**src/rtl/dot8_lane_sequencer.sv**
```systemverilog
// Time-multiplexes a NUM_LANES-wide dot8 request over NUM_PES enable-gated PEs
// and reassembles the returning results into one tagged commit beat.
module dot8_lane_sequencer #(
  parameter int unsigned NUM_LANES      = 4,
  parameter int unsigned NUM_PES        = 2,
  parameter int unsigned LATENCY        = 2,
  parameter int unsigned DATA_IN_WIDTH  = 64,
  parameter int unsigned DATA_OUT_WIDTH = 32,
  parameter int unsigned TAG_WIDTH      = 8
) (
  input  logic                                clk,
  input  logic                                reset,
  input  logic                                valid_in,
  input  logic [NUM_LANES*DATA_IN_WIDTH-1:0]  data_in,
  input  logic [TAG_WIDTH-1:0]                tag_in,
  output logic                                ready_in,
  output logic                                pe_enable,
  output logic [NUM_PES*DATA_IN_WIDTH-1:0]    pe_data_out,
  input  logic [NUM_PES*DATA_OUT_WIDTH-1:0]   pe_data_in,
  output logic                                valid_out,
  output logic [NUM_LANES*DATA_OUT_WIDTH-1:0] data_out,
  output logic [TAG_WIDTH-1:0]                tag_out,
  input  logic                                ready_out
);

  localparam int unsigned BATCHES = NUM_LANES / NUM_PES;
  localparam int unsigned BCNT_W  = (BATCHES > 1) ? $clog2(BATCHES) : 1;
  localparam int unsigned LAST    = LATENCY - 1;

  typedef struct packed {
    logic                 v;
    logic [BCNT_W-1:0]    idx;
    logic [TAG_WIDTH-1:0] tag;
  } trk_t;

  logic                                stall;
  logic                                last_batch;
  logic                                last_landing;
  logic [BCNT_W-1:0]                   bcnt_q, bcnt_d;
  trk_t                                trk_q [LATENCY];
  trk_t                                trk_d [LATENCY];
  logic                                valid_out_q, valid_out_d;
  logic [NUM_LANES*DATA_OUT_WIDTH-1:0] data_out_q, data_out_d;
  logic [TAG_WIDTH-1:0]                tag_out_q, tag_out_d;

  assign stall        = valid_out_q & ~ready_out;
  assign pe_enable    = ~stall;
  assign last_batch   = (bcnt_q == BCNT_W'(BATCHES - 1));
  assign ready_in     = valid_in & pe_enable & last_batch;
  assign last_landing = pe_enable & trk_q[LAST].v &
                        (trk_q[LAST].idx == BCNT_W'(BATCHES - 1));

  assign valid_out = valid_out_q;
  assign data_out  = data_out_q;
  assign tag_out   = tag_out_q;

  // Issue counter: advances on every accepted batch, tied to zero for a single batch
  always_comb begin
    bcnt_d = bcnt_q;
    if ((BATCHES > 1) && valid_in && pe_enable) begin
      if (last_batch) begin
        bcnt_d = '0;
      end else begin
        bcnt_d = bcnt_q + BCNT_W'(1);
      end
    end
  end

  // Operand mux: the current batch's lanes go to the PEs
  always_comb begin
    pe_data_out = '0;
    for (int unsigned b = 0; b < BATCHES; b++) begin
      if (bcnt_q == BCNT_W'(b)) begin
        for (int unsigned p = 0; p < NUM_PES; p++) begin
          pe_data_out[p*DATA_IN_WIDTH +: DATA_IN_WIDTH] =
            data_in[(b*NUM_PES + p)*DATA_IN_WIDTH +: DATA_IN_WIDTH];
        end
      end
    end
  end

  // Tracking pipe mirrors the PE pipeline, so it only moves when the PEs do
  always_comb begin
    trk_d = trk_q;
    if (pe_enable) begin
      trk_d[0].v   = valid_in;
      trk_d[0].idx = bcnt_q;
      trk_d[0].tag = tag_in;
      for (int unsigned s = 1; s < LATENCY; s++) begin
        trk_d[s] = trk_q[s-1];
      end
    end
  end

  // Result reassembly; a stalled beat keeps its slots untouched
  always_comb begin
    data_out_d  = data_out_q;
    tag_out_d   = tag_out_q;
    valid_out_d = last_landing | stall;
    if (pe_enable && trk_q[LAST].v) begin
      for (int unsigned b = 0; b < BATCHES; b++) begin
        if (trk_q[LAST].idx == BCNT_W'(b)) begin
          for (int unsigned p = 0; p < NUM_PES; p++) begin
            data_out_d[(b*NUM_PES + p)*DATA_OUT_WIDTH +: DATA_OUT_WIDTH] =
              pe_data_in[p*DATA_OUT_WIDTH +: DATA_OUT_WIDTH];
          end
        end
      end
      if (last_landing) begin
        tag_out_d = trk_q[LAST].tag;
      end
    end
  end

  always_ff @(posedge clk or posedge reset) begin
    if (reset) begin
      bcnt_q      <= '0;
      valid_out_q <= 1'b0;
      data_out_q  <= '0;
      tag_out_q   <= '0;
      for (int unsigned s = 0; s < LATENCY; s++) begin
        trk_q[s] <= '0;
      end
    end else begin
      bcnt_q      <= bcnt_d;
      valid_out_q <= valid_out_d;
      data_out_q  <= data_out_d;
      tag_out_q   <= tag_out_d;
      trk_q       <= trk_d;
    end
  end

endmodule

```
**config.mk**
```make
export PLATFORM = sky130hd
export DESIGN_NAME = dot8_lane_sequencer
export DESIGN_NICKNAME = d
export VERILOG_FILES = /design/src/rtl/dot8_lane_sequencer.sv
export SDC_FILE = /design/constraint.sdc
export NUM_CORES = 1
export LEC_CHECK = 0
export BUFFER_PORTS_ARGS = -buffer_cell sky130_fd_sc_hd__buf_4
export CAP_MARGIN = 20
export CORE_AREA = 4 4 230 232
export DETAILED_ROUTE_END_ITERATION = 7
export DIE_AREA = 0 0 234 236
export HOLD_SLACK_MARGIN = 0.12
export PLACE_DENSITY = 0.34
export SYNTH_ARGS = -nofsm -noshare
export SYNTH_HDL_FRONTEND = slang
export SYNTH_SLANG_ARGS = --single-unit
```
**constraint.sdc**
```tcl
create_clock -name clk -period 5.8 [get_ports clk]
set_input_delay 0 -clock clk [delete_from_list [all_inputs] [get_ports clk]]
set_output_delay 0 -clock clk [all_outputs]
set_load 0.02 [all_outputs]
```
* Yosys cells after proc, flatten, opt, wreduce, memory -nomap -nowiden
Index checks and enable logic that the tools add are counted.
** Word-level totals
- Register bits after elaboration :: 158
- Bits in latches :: 0
- Memory bits (writable) :: 0
- ROM bits :: 0
- Input port bits :: 332
- Output and inout port bits :: 267
- Word-level logic and storage cells :: 28
- Memories :: 0
** Cells by class
- Add/subtract/negate cells :: 1
- Multiply operators :: 0
- Div/mod/pow operators :: 0
- Magnitude comparators :: 0
- Equal/unequal tests :: 0
- Shifts and indexed selects :: 0
- Mux-type cells :: 2
- Bitwise operators :: 9
- Reduce and logical (&&, ||, !) cells :: 5
** Operator list (count)
- $mux 128 :: 1
- $reduce_and 2->1 :: 3
- $and 1x1->1 :: 5
- $not 1->1 :: 3
- $logic_and 1x1->1 :: 2
- $add 1x1->1 const B :: 1
- $mux 1 :: 1
- $or 1x1->1 :: 1

* Longest topological paths before layout
Gate-level depths: netlist (run 1).
- Word-level depth :: 6
- Mapped depth :: 6
- Gate-level depth less buffers :: 3

* Worst setup path after synthesis (run 1)
OpenSTA, ideal clock, no wires.
- Path kind :: reg-to-reg
- Start point :: reg valid_out_q (netlist: valid_out)
- End point :: reg data_out_q[0] (netlist: data_out[0])
- Library setup time :: 0.125 ns
- Arrival :: 1.456 ns
- Required time :: 5.675 ns
- Path slack :: 4.219 ns
- Stages on the path, launching flop included :: 7
- Path buffers :: 3
- Period minus slack after synthesis :: 1.581 ns
- Path through :: dfrtp_1 nand2b_4 buf_6 and3b_4 buf_8 buf_12 mux2_4
** On the way
- Cells in the longest elaborated chain, start to end :: 4
** RTL lines
- start: declaration :: line 42 : logic valid_out_q, valid_out_d;
- start signal: assignment :: line 126 : valid_out_q <= valid_out_d;
- $and 1x1->1 :: line 46 : assign stall = valid_out_q & ~ready_out;
- $not 1->1 :: line 47 : assign pe_enable = ~stall;
- $logic_and 1x1->1 :: line 100 : if (pe_enable && trk_q[LAST].v) begin
- $reduce_and 2->1 (no source line)
- end signal: assignment :: line 127 : data_out_q <= data_out_d;
- end: declaration :: line 43 : logic [NUM_LANES*DATA_OUT_WIDTH-1:0] data_out_q, data_out_d;
Every way passes these cells.
A chain may end at the register's enable or synchronous reset.

* Final worst setup path (run 1)
- Start point :: reg bcnt_q
- End point :: out pe_data_out[36]
** On the way
- Cells in the longest elaborated chain, start to end :: 1
** RTL lines
- start: declaration :: line 39 : logic [BCNT_W-1:0] bcnt_q, bcnt_d;
- start signal: assignment :: line 125 : bcnt_q <= bcnt_d;
- $mux 128 :: line 73 : if (bcnt_q == BCNT_W'(b)) begin
- end: declaration :: line 18 : output logic [NUM_PES*DATA_IN_WIDTH-1:0] pe_data_out,
Every way passes these cells.

==> results of run 1 <==
## worst paths after layout
path,end
max,pe_data_out[36]
min,data_out[83]
max reg2reg,data_out[55]
min reg2reg,data_out[62]
max in group asynchronous,data_out[50]
min in group clk,pe_data_out[37]
## final cells by class
| class | instances | area share |
|---|---|---|
| Antenna cell | 1 | 0.000173 |
| Clock buffer | 20 | 0.0302 |
| Clock inverter | 12 | 0.0126 |
| Inverter | 2 | 0.000864 |
| Multi-Input combinational cell | 292 | 0.259 |
| Sequential cell | 158 | 0.273 |
| Tap cell | 680 | 0.0588 |
| Timing Repair Buffer | 678 | 0.365 |
## through the flow
stage          hold slack [ns]  power [mW]
2_1_floorplan            0.135        4.87
3_3_place_gp             0.235        6.85
5_1_grt                  0.333        8.39
4_1_cts                  0.320        8.14
6_report                 0.291        7.99
3_5_place_dp             0.235        6.82
## synthesized netlist by cell type
cell type	number	area share
buf_8	1	0.0019
nand2b_4	1	0.0017
and3b_4	1	0.0016
mux2_4	130	0.24
dfrtp_1	158	0.49
buf_6	8	0.011
buf_2	16	0.010
mux2_1	4	0.0056
mux2_2	149	0.21
buf_12	6	0.015
buf_4	1	0.00094
nor2b_1	1	0.00078
nand2_1	3	0.0014
xnor2_1	1	0.0011
inv_1	2	0.00094
o21ai_0	1	0.00062
clkbuf_1	1	0.00047
and3_1	1	0.00078
## where the power goes
group          total, mW  internal (mW)  leakage [nW]  switching [mW]
clock               1.21          0.727         0.297           0.486
combinational       4.70           2.42          4.82            2.28
sequential          2.07           1.65          1.85           0.418
total               7.99           4.80          6.97            3.18
## state kept, by name, indices dropped and copies added (netlist names)
| signal | count |
|---|---|
| tag_out | 8 |
| valid_out | 1 |
| trk_q | 20 |
| bcnt_q | 1 |
| data_out | 128 |
## layer usage
metal  GRT usage  part of all wire
met1       0.170              0.39
met2       0.276              0.52
met3      0.0539             0.083
met4      0.0247            0.0062
met5           0           0.00023
## kinds of logic after synthesis
family	after synthesis	share of synthesized area
AO/OA/AOI/OAI	1	0.000624
XOR/XNOR	1	0.00109
buffers and inverters	35	0.0404
flip-flops	158	0.493
multiplexers	283	0.458
AND/OR/NAND/NOR	7	0.00624
## worst reg2reg max path, delay by kind of cell, from the launching register on
kind,cells,cell delay (ns)
flops,1,0.41
mux,1,0.43
simple gates,2,1.03
buf+inv,1,0.71
==> results.md, run 1 <==
- Status: complete, no violations
- DRT iter0 DRCs: 220
- WL/cell: 23.6 µm
- R2R Setup Slk: 3.10 ns
- Nets: 1481
- Bufs and invs on worst path: 2
- Tot GR Track Use: 0.151
- Htree depth: 4
- CTS max path bufs: 2
- Total gr overflow: 0
- Seq/Total Area, Yosys: 0.493
- Postcts setup bufs: 0
- Worst Max-Slew Pin Slew: 0.909 ns
- Peak VDD IR: 283 µV
- DRT Wirelength: 43500 µm
- Die Area: 55200 µm²
- R2R depth: 4
- Type of the worst setup path: flip-flop to primary output
- TNS Setup: 0 ns
- I/O Buffers: 598
- Final Util: 0.284
- Setup Skew: 0.0185 ns
- Worst min path class: input port to async pin
- Commonest non-fill, non-tap cell in the layout: buf_4
- Mapped Cells: 485
- Ports: 599
- Largest net degree at the start of global routing: 90
- Placed Area: 13100 µm²
- Root Buffer: clkbuf_16
- Design Area, Final: 14500 µm²
- Period utilisation layout: 0.466
- Critical path depth: 3
- Max incr delay on CP: 0.99 ns
- CP startpoint kind: flip-flop
- Fin. max-slew vios: 0
- Final hold viol count: 0
- Antenna viol nets, final: 0
- Power Density: 552 nW/µm²
- Starting density of the core: 0.157
- Vias in the first global route: 7468
- Synthesized area per cell: 16.5 µm²
- Fillers: 5353
- Gpl congestion: 0.901
- Final Non-Filler Cells: 1843
- HPWL after DPL: 36200 µm
- Slowest stage cell, crit path: dfrtp_4
- FF+latch area: 3960 µm²
- Crit path cell chain: buf_4 > mux2_2 > buf_4
- Final setup margin: 3.10 ns
- Crit path capture type: primary output
- Initial antenna violation count: 2
- Crit-path most repeated cell: buf_4
- Worst-path clk slew: 0.07 ns
- Total core area: 51000 µm²
- Dpl ws: 3.04 ns
- Die H: 236 µm
- RSZ-0062 raised after global routing: no
- CTS tree: yes
- Tmin final: 2.70 ns
- Worst-skew pair later-pin latency: 0.43 ns
- Vias/cell: 3.61
- Cts bufs inserted: 17
- Final setup vio count: 0
- Fraction of layout instances using a drive strength above 1: 0.788
- Lkg Pwr: 6.97 nW
- Hold buffers post-CTS: 75
- Placed Cells incl. Taps: 1735
- CP Data Arrival Time: 2.70 ns
- Post-CTS resize count: 0
- Global-route wire length before repair: 58600 µm
- DRC errors left: 0
- Vias after detailed routing: 6651
- MaxCap Viol Count: 0
- CP Launch Point: bcnt_q
- Syn nets: 817
- Unique cell type count in the Yosys netlist: 18
- Syn Std Cell Area: 8020 µm²
- Commonest cells after routing, fill and taps aside: buf_4, dfrtp_1, mux2_2
- Critical Path RT: 5.80 ns
- Fmax achieved: 370 MHz
- Reg-to-Reg Start: valid_out
- Synth Warn #: 0
- CP Max Fanout: 61
- Max transition margin: 0.394
- Standard-cell rows: 83
- Synth-to-Final Area Change: 80.6%
- Drt pass-1 iters: 4
- CTS sink cnt: 158
- Top cell family by delay on the critical path: flip-flops
- Area of the multi-input gates: 3750 µm²
- DIE WIDTH: 234 µm
- Count of state elements after synthesis: 158
No activity file was read; power rests on OpenSTA's default activity.
==> inputs of run 2 (changes only) <==
Settings changed: CORE_AREA 4 4 230 232 to 4 4 228 230, DIE_AREA 0 0 234 236 to 0 0 232 234, PLACE_DENSITY 0.34 to 0.36.
Clock period 5.8 ns to 2.2 ns, I/O delays scaled along.
==> run 2 against run 1 <==
Effect of this change: die area shrank 1.7%; utilization grew 1.1 points; sequential cell count is the same; count of clock-buffer cells in the layout shrank 3; clock power grew to 2.6 times the previous value; highest routed layer unchanged; first-iteration DRC count shrank 45%; register-to-register slack lost 2.6 ns; sequential power grew to 2.6 times the previous value; largest cell class unchanged; cell count grew 0.27%; total power grew to 2.6 times the previous value.
==> results.md, run 2 (same netlist as run 1, synthesis figures left out) <==
- M1 wire length: 15400 µm
- CTS sink cnt: 158
- Type of the worst setup path: flip-flop to primary output
- Reg power frac: 0.253
- Worst-skew pair later-pin latency: 0.43 ns
- HPWL after DPL: 32100 µm
- Dpl ws: 0.439 ns
- CTS max path bufs: 2
- Max reg flops: 128
- Commonest non-fill, non-tap cell in the layout: buf_4
- WL/cell: 20.7 µm
- Initial antenna violation count: 1
- Drt pass-1 iters: 4
- Worst Max-Slew Pin Slew: 0.616 ns
- CP startpoint kind: flip-flop
- RSZ-0062 raised after global routing: no
- Hold buffers post-CTS: 75
- Total core area: 49900 µm²
- Logic gate share of total power: 0.596
- Design Area, Final: 14700 µm²
- CTS tree: yes
- Nets: 1495
- I/O Buffers: 598
- Vias/cell: 3.57
- Max transition margin: 0.589
- Net load switching power: 8.30 mW
- Largest net degree at the start of global routing: 53
- Worst-path clk slew: 0.07 ns
- DRT iter0 DRCs: 121
- Tmin final: 1.97 ns
- Clock power frac: 0.151
- Net Sw Frac: 0.393
- Final setup margin: 0.233 ns
- Hold slack: 0.213 ns
- DIE WIDTH: 232 µm
- Total gr overflow: 0
- Final Non-Filler Cells: 1848
- Global-route wire length before repair: 52700 µm
- Worst min path class: input port to async pin
- Reg-to-Reg Start: valid_out
- R2R depth: 4
- Gpl congestion: 0.837
- Starting density of the core: 0.161
- Power Density: 1440 nW/µm²
- Fraction of layout instances using a drive strength above 1: 0.793
- DRC errors left: 0
- Synth-to-Final Area Change: 83.5%
- Critical Path RT: 2.20 ns
- Period utilisation layout: 0.894
- Die Area: 54300 µm²
- Commonest cells after routing, fill and taps aside: buf_4, dfrtp_1, mux2_2
- TNS Setup: 0 ns
- Placed Area: 13300 µm²
- Status: complete, no violations
- Placed Cells incl. Taps: 1741
- CP Max Fanout: 20
- Fin. max-slew vios: 0
- Antenna viol nets, final: 0
- Vias after detailed routing: 6605
- Met2 wire length: 18900 µm
- Root Buffer: clkbuf_16
- MaxCap Viol Count: 0
- Lkg Pwr: 7.09 nW
- Final setup vio count: 0
- Final hold viol count: 0
- Standard-cell rows: 82
- Ports: 599
- Setup Skew: 0.00957 ns
- Cts bufs inserted: 17
- Die H: 234 µm
- Met3 routed WL: 3400 µm
- Top sig layer: met5
- Crit path capture type: primary output
- Postcts setup bufs: 0
- ANT cells: 0
- Cell Int Power: 12.8 mW
- Fmax achieved: 508 MHz
- R2R Setup Slk: 0.49 ns
- CP Data Arrival Time: 1.97 ns
- Post-CTS resize count: 0
- Vias in the first global route: 7390
- Peak VDD IR: 604 µV
- DRT Wirelength: 38300 µm
- Tot GR Track Use: 0.133
- Critical R2R Capture: tag_out[3]
- Htree depth: 4
==> run 2: cell count changes in the layout (fill, tap and decap cells not counted) <==
cell        delta
buf_12        +11
inv_6          +2
buf_4          +3
clkbuf_1       -3
clkinvlp_4     -1
diode_2        -1
inv_8          +3
bufinv_16      -1
==> run 2: cell type report <==
cell class | count | area [µm²]
Clock inverter | 15 | 198
Multi-Input combinational cell | 292 | 3750
Timing Repair Buffer | 692 | 5530
Clock buffer | 17 | 425
Inverter | 2 | 11.3
Tap cell | 672 | 841
Sequential cell | 158 | 3960
Fill cell | 5238 | 35200
==> run 2: stage by stage <==
step / util / power [mW]
after floorplan: - / 12.8
after global placement: 0.267 / 18.0
after detailed placement: 0.267 / 18.1
after CTS: 0.295 / 21.5
after global routing: 0.295 / 22.2
final: 0.295 / 21.1
==> run 2: power by group through the flow <==
stage | logic (mW) | clock network (mW) | registers (mW)
2_1_floorplan | 6.12 | 0 | 6.71
3_3_place_gp | 12.6 | 0 | 5.41
3_5_place_dp | 12.7 | 0 | 5.36
4_1_cts | 12.8 | 3.32 | 5.38
5_1_grt | 13.2 | 3.44 | 5.54
6_report | 12.6 | 3.19 | 5.35
==> run 2: worst max-delay path by stage <==
stage / startpoint / to / slack, ns
after floorplan: reset / bcnt_q / 0.20
after global routing: bcnt_q / pe_data_out[74] / 0.15
after detailed placement: valid_out / data_out[125] / 0.44
after CTS: bcnt_q / pe_data_out[37] / 0.18
after global placement: valid_out / tag_out[2] / 0.49
final: bcnt_q / pe_data_out[72] / 0.23
==> run 2: worst max-delay path, cell delays in order, from the launching register on <==
cell,delay (ns)
dfrtp_4,0.66
buf_4,0.32
mux2_2,0.38
buf_4,0.16
==> run 2: metal layers <==
layer / global-route usage / up-vias
met3: 0.0536 / 32
li1: - / 3093
met1: 0.158 / 3226
met5: 0 / -
met2: 0.225 / 252
met4: 0.0342 / 2
==> inputs of run 3 (changes only) <==
Settings changed: PLACE_DENSITY 0.36 to default.
==> run 3 against run 2 <==
Effect of this change: via count up 4.3%; worst setup slack worse by 0.085 ns; largest power group unchanged; critical endpoint is now pe_data_out[18]; first-iteration DRC count up 120%; sequential cell count unchanged; total power up 1.8%; sequential power up 1%; hold slack worse by 0.015 ns; critical path depth unchanged.
==> results.md, run 3 (same netlist as run 1, synthesis figures left out) <==
- Status: complete, no violations
- Final setup margin: 0.149 ns
- Type of the worst setup path: flip-flop to primary output
- Ports: 599
- Design Area, Final: 14800 µm²
- Commonest cells after routing, fill and taps aside: buf_4, dfrtp_1, mux2_2
- RSZ-0062 raised after global routing: no
- Tmin final: 2.05 ns
- DRT iter0 DRCs: 263
- Placed Cells incl. Taps: 1748
- Hold slack: 0.198 ns
- CTS sink cnt: 158
- Fmax achieved: 487 MHz
- Setup Skew: 0.00815 ns
- Dpl ws: 0.392 ns
- Global-route wire length before repair: 60700 µm
- Max reg flops: 128
- Placed Area: 13300 µm²
- Standard-cell rows: 82
- Die Area: 54300 µm²
- Cell Int Power: 12.7 mW
- Initial antenna violation count: 4
- CTS tree: yes
- Worst-skew pair later-pin latency: 0.44 ns
- Worst min path class: input port to async pin
- Gpl congestion: 0.967
- Starting density of the core: 0.161
- Clock power frac: 0.144
- Root Buffer: clkbuf_16
- Tot GR Track Use: 0.159
- Commonest non-fill, non-tap cell in the layout: buf_4
- Net load switching power: 8.83 mW
- Final Non-Filler Cells: 1861
- Total core area: 49900 µm²
- Design Power: 21.5 mW
- Cts bufs inserted: 17
- Final hold viol count: 0
- CP Data Arrival Time: 2.05 ns
- FF+latch area: 3960 µm²
- Fillers: 5150
- Drt pass-1 iters: 4
- Vias/cell: 3.70
- WL/cell: 24.1 µm
- Post-CTS resize count: 0
- CTS max path bufs: 2
- Vias in the first global route: 7688
- Fin. max-slew vios: 0
- R2R Setup Slk: 0.21 ns
- Critical Path RT: 2.20 ns
- Max transition margin: 0.604
- HPWL after DPL: 38100 µm
- Period utilisation layout: 0.932
- I/O Buffers: 598
- Final Util: 0.296
- Nets: 1506
- Die H: 234 µm
- Lkg Pwr: 7.13 nW
- Crit path capture type: primary output
- Final setup vio count: 0
- MaxCap Viol Count: 0
- TNS Setup: 0 ns
- Vias after detailed routing: 6888
- CP startpoint kind: flip-flop
- Largest net degree at the start of global routing: 40
- Net Sw Frac: 0.410
- Antenna viol nets, final: 0
- Worst-path clk slew: 0.08 ns
- DRC errors left: 0
- Peak VDD IR: 699 µV
- Fraction of layout instances using a drive strength above 1: 0.793
- Area of the multi-input gates: 3750 µm²
- Total gr overflow: 0
- Synth-to-Final Area Change: 84.3%
- DIE WIDTH: 232 µm
- CP Max Fanout: 18
- Worst Max-Slew Pin Slew: 0.593 ns
- DRT Wirelength: 44900 µm
- Logic gate share of total power: 0.603
- Reg power frac: 0.252
- Htree depth: 4
- Power Density: 1460 nW/µm²
## run 3: cell types whose count changed in the layout (fill, tap and decap cells not counted), moves of 2 or more
cell           before  now
diode_2             0    2
buf_12             12    8
dlygate4sd3_1      75   78
inv_6               6    3
buf_4             605  616
bufinv_16           3    1
clkinv_8            0    5
## run 3: worst paths after layout
check	to	start	depth (start not counted)
min in group clk	pe_data_out[127]	data_in[127]	3
max in group asynchronous	data_out[99]	reset	4
hold reg to reg	data_out[60]	data_out[60]	1
hold / removal	data_out[90]	reset	3
setup reg to reg	trk_q[19]	valid_out	5
setup / recovery	pe_data_out[18]	bcnt_q	3
## run 3: layout make-up
cell class                      instances  area share
Clock buffer                           17      0.0288
Antenna cell                            2    0.000339
Sequential cell                       158       0.268
Timing Repair Buffer                  703       0.379
Multi-Input combinational cell        292       0.254
Inverter                                2    0.000762
Clock inverter                         15      0.0133
Tap cell                              672      0.0569
## run 3: routing by layer
layer,share of wire,vias to the layer above,track usage
met3,0.079,39,0.0545
li1,-,3127,-
met2,0.51,326,0.287
met4,0.020,0,0.0385
met1,0.39,3396,0.182
met5,0,-,0
## run 3: worst max-delay path: stages, from the launching register on
cell     delay [ns]
dfrtp_4        0.69
buf_4          0.31
mux2_2         0.39
buf_4          0.19
## run 3: repair_timing
item,4_1_cts,5_1_grt
endpoints found under the setup margin,13,0
hold endpoints to repair,301,0
buffers inserted,1,0
hold buffers,78,0
## run 3: power groups by stage
stage	Sequential, mW	Combinational, mW	Clock [mW]
2_1_floorplan	6.71	6.12	0
3_5_place_dp	5.47	12.9	0
4_1_cts	5.43	13.2	3.20
3_3_place_gp	5.50	12.8	0
6_report	5.42	13.0	3.11
5_1_grt	5.60	13.6	3.34
